**config.mk**
```make
export PLATFORM = sky130hd
export DESIGN_NAME = sync_filter
export DESIGN_NICKNAME = d
export VERILOG_FILES = /design/src/rtl/sync_filter.sv
export SDC_FILE = /design/constraint.sdc
export NUM_CORES = 1
export LEC_CHECK = 0
export ABC_AREA = 0
export ABC_CLOCK_PERIOD_IN_PS = 1660
export BUFFER_PORTS_ARGS = -buffer_cell sky130_fd_sc_hd__buf_2
export CAP_MARGIN = 10
export CORE_AREA = 2 2 39 41
export DETAILED_ROUTE_END_ITERATION = 8
export DIE_AREA = 0 0 41 43
export PLACE_DENSITY_LB_ADDON = 0.15
export SYNTH_ARGS = -nofsm -noshare
export SYNTH_HDL_FRONTEND = slang
export SYNTH_SLANG_ARGS = --single-unit
```
**constraint.sdc**
```tcl
create_clock -name clk -period 1.66 [get_ports clk]
set_clock_uncertainty 0.1 [all_clocks]
set_input_delay 0.166 -clock clk [delete_from_list [all_inputs] [get_ports clk]]
set_output_delay 0.166 -clock clk [all_outputs]
set_load 0.02 [all_outputs]
```
**src/rtl/sync_filter.sv**
```systemverilog
// Multi-channel input conditioner: N-flop synchronizer, per-channel persistence filter,
// and registered rise/fall pulse generation.
module sync_filter #(
    parameter int               WIDTH      = 1,
    parameter int               STAGES     = 2,
    parameter int               FILTER_LEN = 4,
    parameter logic [WIDTH-1:0] RESET_VAL  = '1
) (
    input  logic             clk,
    input  logic             reset,
    input  logic [WIDTH-1:0] input_signal,
    output logic [WIDTH-1:0] output_signal,
    output logic [WIDTH-1:0] rise_pulse,
    output logic [WIDTH-1:0] fall_pulse
);

    localparam int CNT_W = $clog2(FILTER_LEN + 1);
    localparam logic [CNT_W-1:0] CNT_LAST = CNT_W'(FILTER_LEN - 1);

    logic [WIDTH-1:0] chain [STAGES];
    logic [WIDTH-1:0] sync;

    // Pure flop-to-flop chain: no logic between stages so every stage gets a full cycle to settle.
    always_ff @(posedge clk or posedge reset) begin
        if (reset) begin
            for (int k = 0; k < STAGES; k++) begin
                chain[k] <= RESET_VAL;
            end
        end else begin
            chain[0] <= input_signal;
            for (int k = 1; k < STAGES; k++) begin
                chain[k] <= chain[k-1];
            end
        end
    end

    assign sync = chain[STAGES-1];

    for (genvar i = 0; i < WIDTH; i++) begin : g_chan
        logic [CNT_W-1:0] cnt;

        // NOTE: any cycle of agreement clears cnt, so separate short glitches never add up.
        always_ff @(posedge clk or posedge reset) begin
            if (reset) begin
                cnt              <= '0;
                output_signal[i] <= RESET_VAL[i];
                rise_pulse[i]    <= 1'b0;
                fall_pulse[i]    <= 1'b0;
            end else if (sync[i] == output_signal[i]) begin
                cnt           <= '0;
                rise_pulse[i] <= 1'b0;
                fall_pulse[i] <= 1'b0;
            end else if (cnt == CNT_LAST) begin
                cnt              <= '0;
                output_signal[i] <= sync[i];
                rise_pulse[i]    <= sync[i];
                fall_pulse[i]    <= ~sync[i];
            end else begin
                cnt           <= cnt + CNT_W'(1);
                rise_pulse[i] <= 1'b0;
                fall_pulse[i] <= 1'b0;
            end
        end
    end

endmodule

```
==> flow_summary.ini <==
[outcome]
status = finished clean

[sta]
slew_headroom_pct = 80.4
rsz0062_at_grt = no
tns_ns = 0
hold_viol = 0
min_period_over_period_pct = 74.6
tightest_slew_ns = 0.293
slew_viol_final = 0
hold_slack_ns = 0.265
finalSetupViolations = 0
period_minus_slack_ns = 1.24
max_freq_ghz = 0.808

[setup_path]
path_depth = 1
startpoint_type = flip-flop
reg2reg_to = output_signal
crit_end = output_signal
slowest_stage = dfstp_2
critPathKind = reg2out
reg2reg_slack_ns = 0.43
critPathBufInv = 1
critPathMaxStageDelay_ns = 0.56
cp-end-kind = primary output
crit_path_start = output_signal
path_delay_family = flip-flops
cp_max_fo = 5
reg2reg_from = g_chan[0].cnt[0]
cp.required_ns = 1.39
crit_arrival_ns = 0.97
worstPathCellList = buf_2
r2r_cells = 3

[routing]
post_drt_via_cell_ratio = 3.89
drtPass1Iterations = 1
wire_per_inst_um = 9.07
wl_um = 408
drt-initial-drc-count = 0
drcViolationCount = 0
ant_nets = 0
via_count = 175

[placement]
gp_congestion = 0.607
dp_hpwl_um = 308
numPortBuffers = 5

[die]
core_um2 = 1380
dieArea_um2 = 1760
die_w_um = 41
io_pins = 6
rows = 14
initial_core_util_pct = 21.2
dieHeight_um = 43

[logic_synthesis]
ys_seq_area_share_pct = 69.7
yosysTopAreaCellShare_pct = 42.7
yosys-top-cells-area = dfrtp_1 (43%), dfstp_2 (27%), nor3b_1 (10%)
synth.ff_latch_count = 8
avgSynthCellArea_um2 = 16.3
syn_area_um2 = 293
synthDistinctLibCells = 9
yosysTopAreaCell = dfrtp_1
synth_nets = 22
ys_warn_count = 0
synthCells = 18

[flow_run]
cap_violations = 0

[final_layout]
drive_gt1_share_pct = 44.8
final_cell_mix = dfrtp_1 (5), buf_2 (5), nor3b_1 (4)
synthToLayoutAreaGrowth_pct = 31.2
finalNetCount = 34
n_antenna_cell = 0

[power]
leakage_nw = 0.181
p_per_area_nw_per_um2 = 1450
max-vdd-ir-drop_v = 0.000429

[grt]
grt_pass1_wl_um = 710
first_global_vias = 173
top_usage_layer = met1
grtUsageMet2_pct = 7.19
grt_util_met1_pct = 8.42
track_usage_pct = 6.72
grt_overflow = 0
grt_max_degree = 9
antenna_found_initial = 0
use_met3_pct = 3.14

[clocking]
cts.sinks = 8
cts.clk_slew.worst_paths_ns = 0.06
cts_max_path_buffers = 2
clockRootBuffer = clkbuf_4
cts_max_level = 1
clock_latency_ns = 0.25
cts_setup_buffers = 0
cts_tree = built
cts_buffers = 3

[min_path]
hold_path_class = reg2reg
==> cell usage after synthesis, drive strengths merged <==
library cell  n
nor3b         4
inv           1
mux2          1
xnor2         1
and3b         1
ha            1
nand2b        1
dfrtp         5
dfstp         3
==> routing by layer <==
metal | share of wire, % | wire [um] | vias to the layer above
li1 | - | - | 83
met1 | 46 | 186 | 83
met2 | 43 | 177 | 7
met3 | 6.4 | 26 | 2
met4 | 4.2 | 17 | 0
met5 | 0 | 0 | -
==> logic make-up (layout without fill, tap and decap cells) <==
logic type / count (synthesis) / after routing / share of synthesized area (%)
flops: 8 / 8 / 69.7
buf+inv: 1 / 12 / 1.28
simple gates: 6 / 6 / 17.9
xor+xnor: 1 / 1 / 2.99
mux: 1 / 1 / 3.85
fa+ha+maj: 1 / 1 / 4.27
==> where the power goes <==
group          switching (mW)  internal (mW)
registers              0.0249          0.244
logic                  0.0649         0.0647
clock network          0.0657         0.0919
==> metrics by stage <==
stage | cells | total power [mW] | worst slack, ns | utilization (%) | cell area, um^2
2_1_floorplan | 18 | 0.365 | 0.485 | - | 293
3_3_place_gp | 39 | 0.396 | 0.447 | 24.4 | 338
3_5_place_dp | 39 | 0.402 | 0.429 | 24.4 | 338
4_1_cts | 45 | 0.566 | 0.411 | 27.8 | 384
5_1_grt | 45 | 0.605 | 0.366 | 27.8 | 384
6_report | 45 | 0.556 | 0.422 | 27.8 | 384
==> registers in the layout, summed over array words and instances (netlist names) <==
| name | count |
|---|---|
| chain | 1 |
| rise_pulse | 1 |
| g_chan.cnt | 3 |
| fall_pulse | 1 |
| output_signal | 1 |
| sync | 1 |
==> worst min-delay path by stage <==
stage	start	endpoint	slack, ns	depth (start not counted)
5_1_grt	chain[1]	sync	0.27	0
6_report	chain[1]	sync	0.27	0
4_1_cts	chain[1]	sync	0.27	0
3_5_place_dp	reset	g_chan[0].cnt[0]	0.02	2
2_1_floorplan	reset	fall_pulse	-0.12	1
3_3_place_gp	reset	g_chan[0].cnt[0]	0.02	2
==> cell type report <==
| cell class | count | area [um^2] |
|---|---|---|
| Sequential cell | 8 | 204 |
| Tap cell | 16 | 20.0 |
| Multi-Input combinational cell | 9 | 85.1 |
| Clock buffer | 4 | 26.3 |
| Fill cell | 155 | 1000 |
| Inverter | 1 | 3.75 |
| Timing Repair Buffer | 7 | 45.0 |
==> repair_timing <==
action,4_1_cts,5_1_grt
hold buffers,2,0
hold endpoints to repair,6,0
gates resized for setup,0,0
Power figures use the tool's default switching activity.
